==> src/rtl/carrier_demap.sv <==
// rtl/carrier_demap.sv - RX subcarrier demapper: routes FFT bins to data/pilot streams via the carrier map ROM
// Optional: DEMAP_CNT_EN builds per-symbol data/pilot carrier counters (data_cnt/pilot_cnt).
module carrier_demap #(
    parameter int depht_ram = 10,
    parameter int fftsize   = 1024,
    parameter int DW        = 16
) (
    input  logic                 clk,
    input  logic                 reset,
    input  logic [2:0]           index_bw,
    input  logic                 in_valid,
    input  logic                 in_sop,
    input  logic [DW-1:0]        in_re,
    input  logic [DW-1:0]        in_im,
    output logic [depht_ram-1:0] map_addr,
    output logic [2:0]           map_bw,
    input  logic [1:0]           map_code,
    output logic                 dat_valid,
    output logic [DW-1:0]        dat_re,
    output logic [DW-1:0]        dat_im,
    output logic [depht_ram-1:0] dat_idx,
    output logic                 pil_valid,
    output logic [DW-1:0]        pil_re,
    output logic [DW-1:0]        pil_im,
    output logic [depht_ram-1:0] pil_bin,
    output logic                 sym_done,
    output logic                 err_short,
    output logic                 err_long,
    output logic [depht_ram:0]   data_cnt,
    output logic [depht_ram:0]   pilot_cnt
);
    localparam logic [1:0] ST_IDLE  = 2'd0;
    localparam logic [1:0] ST_RUN   = 2'd1;
    localparam logic [1:0] ST_FLUSH = 2'd2;

    localparam logic [1:0] CODE_DATA  = 2'b01;
    localparam logic [1:0] CODE_PILOT = 2'b10;

    localparam logic [depht_ram-1:0] LAST_BIN = depht_ram'(fftsize - 1);
    localparam logic [depht_ram-1:0] ONE      = depht_ram'(1);

    logic [1:0]           state;
    logic                 flush_cnt;
    logic [depht_ram-1:0] bin_cnt;
    logic [depht_ram-1:0] addr_reg;
    logic [2:0]           bw_reg;
    logic                 acc_sop;
    logic                 acc_bin;
    logic                 acc_any;
    logic [depht_ram-1:0] cur_bin;
    logic                 done_p1;
    logic                 done_p2;

    logic                 s1_valid;
    logic                 s1_sop;
    logic [DW-1:0]        s1_re;
    logic [DW-1:0]        s1_im;
    logic [depht_ram-1:0] s1_bin;
    logic [depht_ram-1:0] dat_ord;
    logic [depht_ram-1:0] ord_base;
    logic                 is_dat;
    logic                 is_pil;

    always_comb begin
        acc_sop  = in_valid && in_sop;
        acc_bin  = in_valid && !in_sop && (state == ST_RUN);
        acc_any  = acc_sop || acc_bin;
        cur_bin  = acc_sop ? '0 : bin_cnt;
        is_dat   = s1_valid && (map_code == CODE_DATA);
        is_pil   = s1_valid && (map_code == CODE_PILOT);
        ord_base = s1_sop ? '0 : dat_ord;
    end

    // The ROM registers its lookup, so address and bandwidth are driven combinationally
    // in the accept cycle; map_code then lines up with stage 1 one cycle later.
    assign map_addr = reset ? '0   : (acc_any ? cur_bin : addr_reg);
    assign map_bw   = reset ? 3'd0 : (acc_sop ? index_bw : bw_reg);

    always_ff @(posedge clk) begin
        if (reset) begin
            state     <= ST_IDLE;
            flush_cnt <= 1'b0;
            bin_cnt   <= '0;
            addr_reg  <= '0;
            bw_reg    <= 3'd0;
            err_short <= 1'b0;
            err_long  <= 1'b0;
            done_p1   <= 1'b0;
        end else begin
            err_short <= acc_sop && (state == ST_RUN);
            err_long  <= in_valid && !in_sop && (state == ST_FLUSH);
            done_p1   <= acc_any && (cur_bin == LAST_BIN);
            if (acc_any) begin
                addr_reg <= cur_bin;
                bin_cnt  <= cur_bin + ONE;
            end
            if (acc_sop) begin
                bw_reg <= index_bw;
            end
            if (acc_any) begin
                state     <= (cur_bin == LAST_BIN) ? ST_FLUSH : ST_RUN;
                flush_cnt <= 1'b0;
            end else if (state == ST_FLUSH) begin
                flush_cnt <= 1'b1;
                if (flush_cnt) begin
                    state <= ST_IDLE;
                end
            end
        end
    end

    always_ff @(posedge clk) begin
        if (reset) begin
            s1_valid <= 1'b0;
            s1_sop   <= 1'b0;
            s1_re    <= '0;
            s1_im    <= '0;
            s1_bin   <= '0;
        end else begin
            s1_valid <= acc_any;
            s1_sop   <= acc_sop;
            if (acc_any) begin
                s1_re  <= in_re;
                s1_im  <= in_im;
                s1_bin <= cur_bin;
            end
        end
    end

    // The data ordinal restarts with the sop bin as it passes stage 2, so bins of an
    // aborted symbol still draining ahead of it keep their old numbering.
    always_ff @(posedge clk) begin
        if (reset) begin
            dat_valid <= 1'b0;
            dat_re    <= '0;
            dat_im    <= '0;
            dat_idx   <= '0;
            dat_ord   <= '0;
            pil_valid <= 1'b0;
            pil_re    <= '0;
            pil_im    <= '0;
            pil_bin   <= '0;
            done_p2   <= 1'b0;
            sym_done  <= 1'b0;
        end else begin
            dat_valid <= is_dat;
            pil_valid <= is_pil;
            done_p2   <= done_p1;
            sym_done  <= done_p2;
            if (is_dat) begin
                dat_re  <= s1_re;
                dat_im  <= s1_im;
                dat_idx <= ord_base;
                dat_ord <= ord_base + ONE;
            end else if (s1_valid && s1_sop) begin
                dat_ord <= '0;
            end
            if (is_pil) begin
                pil_re  <= s1_re;
                pil_im  <= s1_im;
                pil_bin <= s1_bin;
            end
        end
    end

`ifdef DEMAP_CNT_EN
    logic [depht_ram:0] acc_dat;
    logic [depht_ram:0] acc_pil;

    always_ff @(posedge clk) begin
        if (reset) begin
            acc_dat   <= '0;
            acc_pil   <= '0;
            data_cnt  <= '0;
            pilot_cnt <= '0;
        end else begin
            if (s1_valid) begin
                acc_dat <= (s1_sop ? '0 : acc_dat) + {{depht_ram{1'b0}}, is_dat};
                acc_pil <= (s1_sop ? '0 : acc_pil) + {{depht_ram{1'b0}}, is_pil};
            end
            if (done_p2) begin
                data_cnt  <= acc_dat;
                pilot_cnt <= acc_pil;
            end
        end
    end
`else
    assign data_cnt  = '0;
    assign pilot_cnt = '0;
`endif

endmodule

==> config.mk <==
export PLATFORM = sky130hd
export DESIGN_NAME = carrier_demap
export DESIGN_NICKNAME = d
export VERILOG_FILES = /design/src/rtl/carrier_demap.sv
export SDC_FILE = /design/constraint.sdc
export NUM_CORES = 1
export LEC_CHECK = 0
export CORE_MARGIN = 1.5
export CORE_UTILIZATION = 48
export CTS_CLUSTER_DIAMETER = 50
export DETAILED_ROUTE_END_ITERATION = 7
export GPL_TIMING_DRIVEN = 0
export PLACE_DENSITY = 0.79
export SYNTH_ARGS = -nofsm -noshare
export SYNTH_HDL_FRONTEND = slang
export SYNTH_SLANG_ARGS = --single-unit
==> constraint.sdc <==
create_clock -name clk -period 2.5 [get_ports clk]
set_clock_uncertainty 0.15 [all_clocks]
set_input_delay 0.5 -clock clk [delete_from_list [all_inputs] [get_ports clk]]
set_output_delay 0.5 -clock clk [all_outputs]
set_load 0.05 [all_outputs]
## After elaboration in Yosys (flattened, before gate mapping)

Cells that the tools add are included.

- Register bits after elaboration: 171

- Add/subtract/negate cells: 2
- Eq/ne operators: 5
- Multiplexer cells: 12
- Reduce and logical (&&, ||, !) cells: 16

Operator list:

| operator | number |
|---|---|
| 10-bit 2-to-1 mux | 6 |
| 10-bit by 1-bit adder with 10-bit output (second input constant) | 2 |
| 10-bit == test (second input constant) | 1 |
| 1-bit logical AND | 9 |
| 2-bit 2-to-1 mux | 4 |
| 3-bit 2-to-1 mux | 2 |
| 2-bit nonzero test | 3 |
| 2-bit by 1-bit == test with 1-bit output (second input constant) | 2 |
| 2-bit == test (second input constant) | 2 |
| 2-bit AND reduction | 1 |
| 2-bit OR reduction | 1 |
| 1-bit zero test | 1 |
| 1-bit logical OR | 1 |

## Logic depth before layout (Yosys ltp)

- Word-level depth: 6
- Gate-level depth with buffers: 9
- Depth with buffers taken out: 7

## Worst setup path before layout

No wires, ideal clock.

- Path type: in2out
- Start point: input in_valid
- End point: output map_addr[2]
- Arrival time: 2052 ps
- Required time: 1850 ps
- Slack: -202 ps
- Stages on the path: 6
- Buffers on the path: 3
- Cell sequence: buf_2 and3b_1 clkbuf_1 buf_2 nand2_1 a21oi_1

- Longest elaborated chain between the ends: 5
- Elaborated cells on any way between the ends: 7
- Those cells by class: 3 x mux; 4 x reduce/logical

RTL lines:

| item | RTL line | source |
|---|---|---|
| start: declaration | 11 | `input logic in_valid,` |
| 1-bit logical AND (2 in series) | 66 | `acc_bin = in_valid && !in_sop && (state == ST_RUN);` |
| 1-bit logical OR | 67 | `acc_any = acc_sop \|\| acc_bin;` |
| 10-bit 2-to-1 mux * (2 in series) | -- |  |
| end: declaration | 15 | `output logic [depht_ram-1:0] map_addr,` |

Every way passes the cells marked *; elsewhere a longest branch is shown, timed or not.

## Final worst setup path

- Start point: register state[1]
- End point: output map_addr[0]

- Longest elaborated chain between the ends: 5

RTL lines:

| item | RTL line | source |
|---|---|---|
| start: declaration | 42 | `logic [1:0] state;` |
| start signal: assignment | 101 | `state <= (cur_bin == LAST_BIN) ? ST_FLUSH : ST_RUN;` |
| 2-bit by 1-bit == test with 1-bit output | 66 |  |
| 1-bit logical AND | 66 |  |
| 1-bit logical OR | 67 |  |
| 10-bit 2-to-1 mux (2 in series) | -- |  |

No other way between the ends.

==> impl_metrics.csv <==
group,metric,value,unit
setup_path,crit_buf_inv,2,
clock_network,htree_num_levels,4,
cells_and_area,drive_gt1_share,13.25,%
global_routing,grtUsageMet3,7.171,%
setup_path,r2r_setup_slack,0.30,ns
placed_design,portBuffers,141,
yosys,syn_avg_cell_area,8.764,sq um
min_path,min_path_type,"input pin to register",
detailed_routing,vias_per_cell,5.134,
setup_path,cpMaxStageDelayCell,"dfxtp_2",
clock_network,cts_root_buf,"clkbuf_16",
yosys,synthMuxAreaShare,0.1782,%
setup_path,r2r_cells,8,
floorplan,die_h,117.7,um
cells_and_area,seq_area,0.003428,sq mm
timing,slew_headroom,60.28,%
yosys,synth_flop_cell,"dfxtp_1",
placed_design,dp_hpwl,11660,um
pwr,ir_worst_vdd,0.3143,mV
setup_path,critical_path.most_common_cell,"buf_4",
detailed_routing,postRouteAntennaNets,0,
min_path,hold_path_end,"err_long",
cells_and_area,fillers,1041,
clock_network,cts_buffers,17,
placed_design,place_area,0.008069,sq mm
job,cap_violations,0,
yosys,synthDistinctLibCells,54,
clock_network,path_clk_slew,0.06,ns
global_routing,grt_use_met1,30.33,%
pwr,powerDensity,683.3,mW/mm^2
yosys,synthCells,721,
yosys,synth_common_cells,"200 x nand2_1, 171 x dfxtp_1, 113 x a21oi_1",
yosys,synth_top_family_by_area,"simple AND/OR/NAND/NOR gates",
detailed_routing,drc,0,
floorplan,pin_count,165,
setup_path,crit_path_start_kind,"register",
floorplan,fp-row-count,41,
clock_network,cts.sinks,171,
global_routing,grt_max_degree,20,
setup_path,crit_chain,"and3b_2 -> buf_4 -> nand2_1 -> a21oi_2 -> buf_4",
timing,setup-tns-final,0,ns
yosys,synth_area_leaders,"dfxtp_1 54%, nand2_1 12%, a21oi_1 9.0%",
setup_path,cp_top_family,"simple AND/OR/NAND/NOR gates",
timing,final-max-slew-violation-count,0,
yosys,synth-seq-cells,171,
detailed_routing,wl,16750,um
detailed_routing,wl_per_cell,15.44,um
cells_and_area,design_area,0.008688,sq mm
setup_path,critPathMaxStageDelay,0.35,ns
timing,worst_pin_slew,0.5958,ns
global_routing,grt_pass1_wl,26820,um
clock_network,insertion_delay,0.44,ns
yosys,synthXorXnorAreaFrac,0.8317,%
global_routing,antenna_found_initial,0,
yosys,yosys.area_share.adder,0.3960,%
min_path,hold_depth,2,
cells_and_area,multi_input_area,0.002609,sq mm
global_routing,top_usage_layer,"met2",
pwr,p_leak,3.197,nW
floorplan,die_w,117.7,um
floorplan,die-area,0.01386,sq mm
setup_path,cp.required,1.85,ns
global_routing,grt_pass1_vias,5208,
yosys,synth_edf_count,0,
cells_and_area,diodes,0,
timing,fmax,0.4095,GHz
yosys,synth_top_area_share,54.18,%
yosys,synth-simple-area-share,20.97,%
status,outcome,"finished clean",
min_path,holdCritStartpoint,"in_sop",
floorplan,coreArea,0.01272,sq mm
detailed_routing,first_pass_iters,7,
yosys,synthArstFlopShare,0,%
timing,worst_slack,0.05814,ns
global_routing,grt_use_met2,40.17,%
setup_path,end_kind,"output port",
cells_and_area,fin_nets,943,
clock_network,cts_tree,"yes",
global_routing,overflow,0,
timing,hold_violations,0,
yosys,synthesis.area,0.006319,sq mm
yosys,yosysMostFrequentCell,"nand2_1",
setup_path,worst-path-stages,5,
timing,period_needed,2.442,ns
yosys,seq_area_frac_synth,54.18,%
floorplan,start_util,49.67,%
yosys,yosysTopAreaCell,"dfxtp_1",
yosys,yosysWarnings,0,
timing,finalSetupViolCount,0,
clock_network,clk_path_buf_depth,2,
detailed_routing,drt_iter0_drc,421,
global_routing,track_usage,24.39,%
setup_path,critPathKind,"register to output port",
setup_path,path_max_fanout,10,
timing,finalCritPeriodShare,97.67,%
setup_path,r2r_end,"dat_ord[8]",
placed_design,place_congestion,0.8651,
placed_design,pre_cts_ws,-1.043,ns
detailed_routing,vias,5570,
cells_and_area,syn_to_final_growth,37.50,%
setup_path,cp.arrival,1.79,ns
setup_path,r2r_start,"s1_sop",
yosys,synth-compound-area-share,16.50,%
==> cell type report <==
type / count / share of cell area [%]
Multi-Input combinational cell: 495 / 30.03
Buffer: 69 / 4.925
Clock buffer: 19 / 5.098
Timing Repair Buffer: 142 / 15.93
Sequential cell: 171 / 39.46
Tap cell: 172 / 2.477
Clock inverter: 13 / 1.915
Inverter: 4 / 0.1728
==> power by group <==
| part | switching [mW] | internal (mW) | leakage (nW) | total [mW] |
|---|---|---|---|---|
| registers | 0.0325 | 2.77 | 1.38 | 2.80 |
| logic | 0.267 | 0.159 | 1.52 | 0.425 |
| clock network | 1.10 | 1.61 | 0.296 | 2.71 |
| total | 1.40 | 4.53 | 3.20 | 5.94 |
==> worst register-to-register path, delay by kind of cell (launching register included) <==
kind	cells	cell delay (ns)
buf+inv	2	0.41
fa+ha+maj	1	0.21
compound gates	2	0.30
flops	1	0.30
simple gates	3	0.73
==> layout by cell type (no fill, tap or decap), types with 15 or more instances in the layout <==
master             n
nand2_1          198
dfxtp_1          169
clkdlybuf4s50_1  126
a21oi_1          101
buf_4             35
a22o_1            34
nor2_1            22
conb_1            22
clkbuf_1          20
clkbuf_16         17
buf_2             15
==> logic make-up after synthesis <==
kind of cell	Yosys count
AO/OA/AOI/OAI	172
XOR/XNOR	6
flip-flops	171
multiplexers	1
AND/OR/NAND/NOR	292
adder cells (fa/ha/maj)	2
other	1
buffers and inverters	76
==> per-layer routing <==
layer,share of wire [%],up-vias
met3,6.9,24
met2,48,190
met4,1.8,0
met1,44,2598
met5,0,-
li1,-,2758
==> stage by stage <==
step	util (%)	instances	hold WS, ns	total power, mW
2_1_floorplan	-	742	0.2638	3.133
3_3_place_gp	63.42	1055	0.2682	3.278
3_5_place_dp	63.42	1055	0.2840	3.279
4_1_cts	68.02	1085	0.3002	5.951
5_1_grt	68.29	1085	0.2794	6.112
6_report	68.29	1085	0.2771	5.937
==> worst max path at each step <==
stage | from | endpoint | slack (ns)
2_1_floorplan | in_valid | map_addr[2] | 0.07
3_3_place_gp | reset | map_bw[0] | -1.04
3_5_place_dp | in_sop | map_addr[6] | -1.04
4_1_cts | state[1] | map_addr[6] | 0.04
5_1_grt | state[0] | map_addr[8] | -0.002
6_report | state[1] | map_addr[0] | 0.06
==> what timing repair did <==
action                                  CTS  global route
pin swaps                                 1             2
hold buffers                              0             0
buffers inserted                          1             0
gates resized for setup                  93            11
endpoints found under the setup margin   13            10
(Power assumes the default switching activity.)
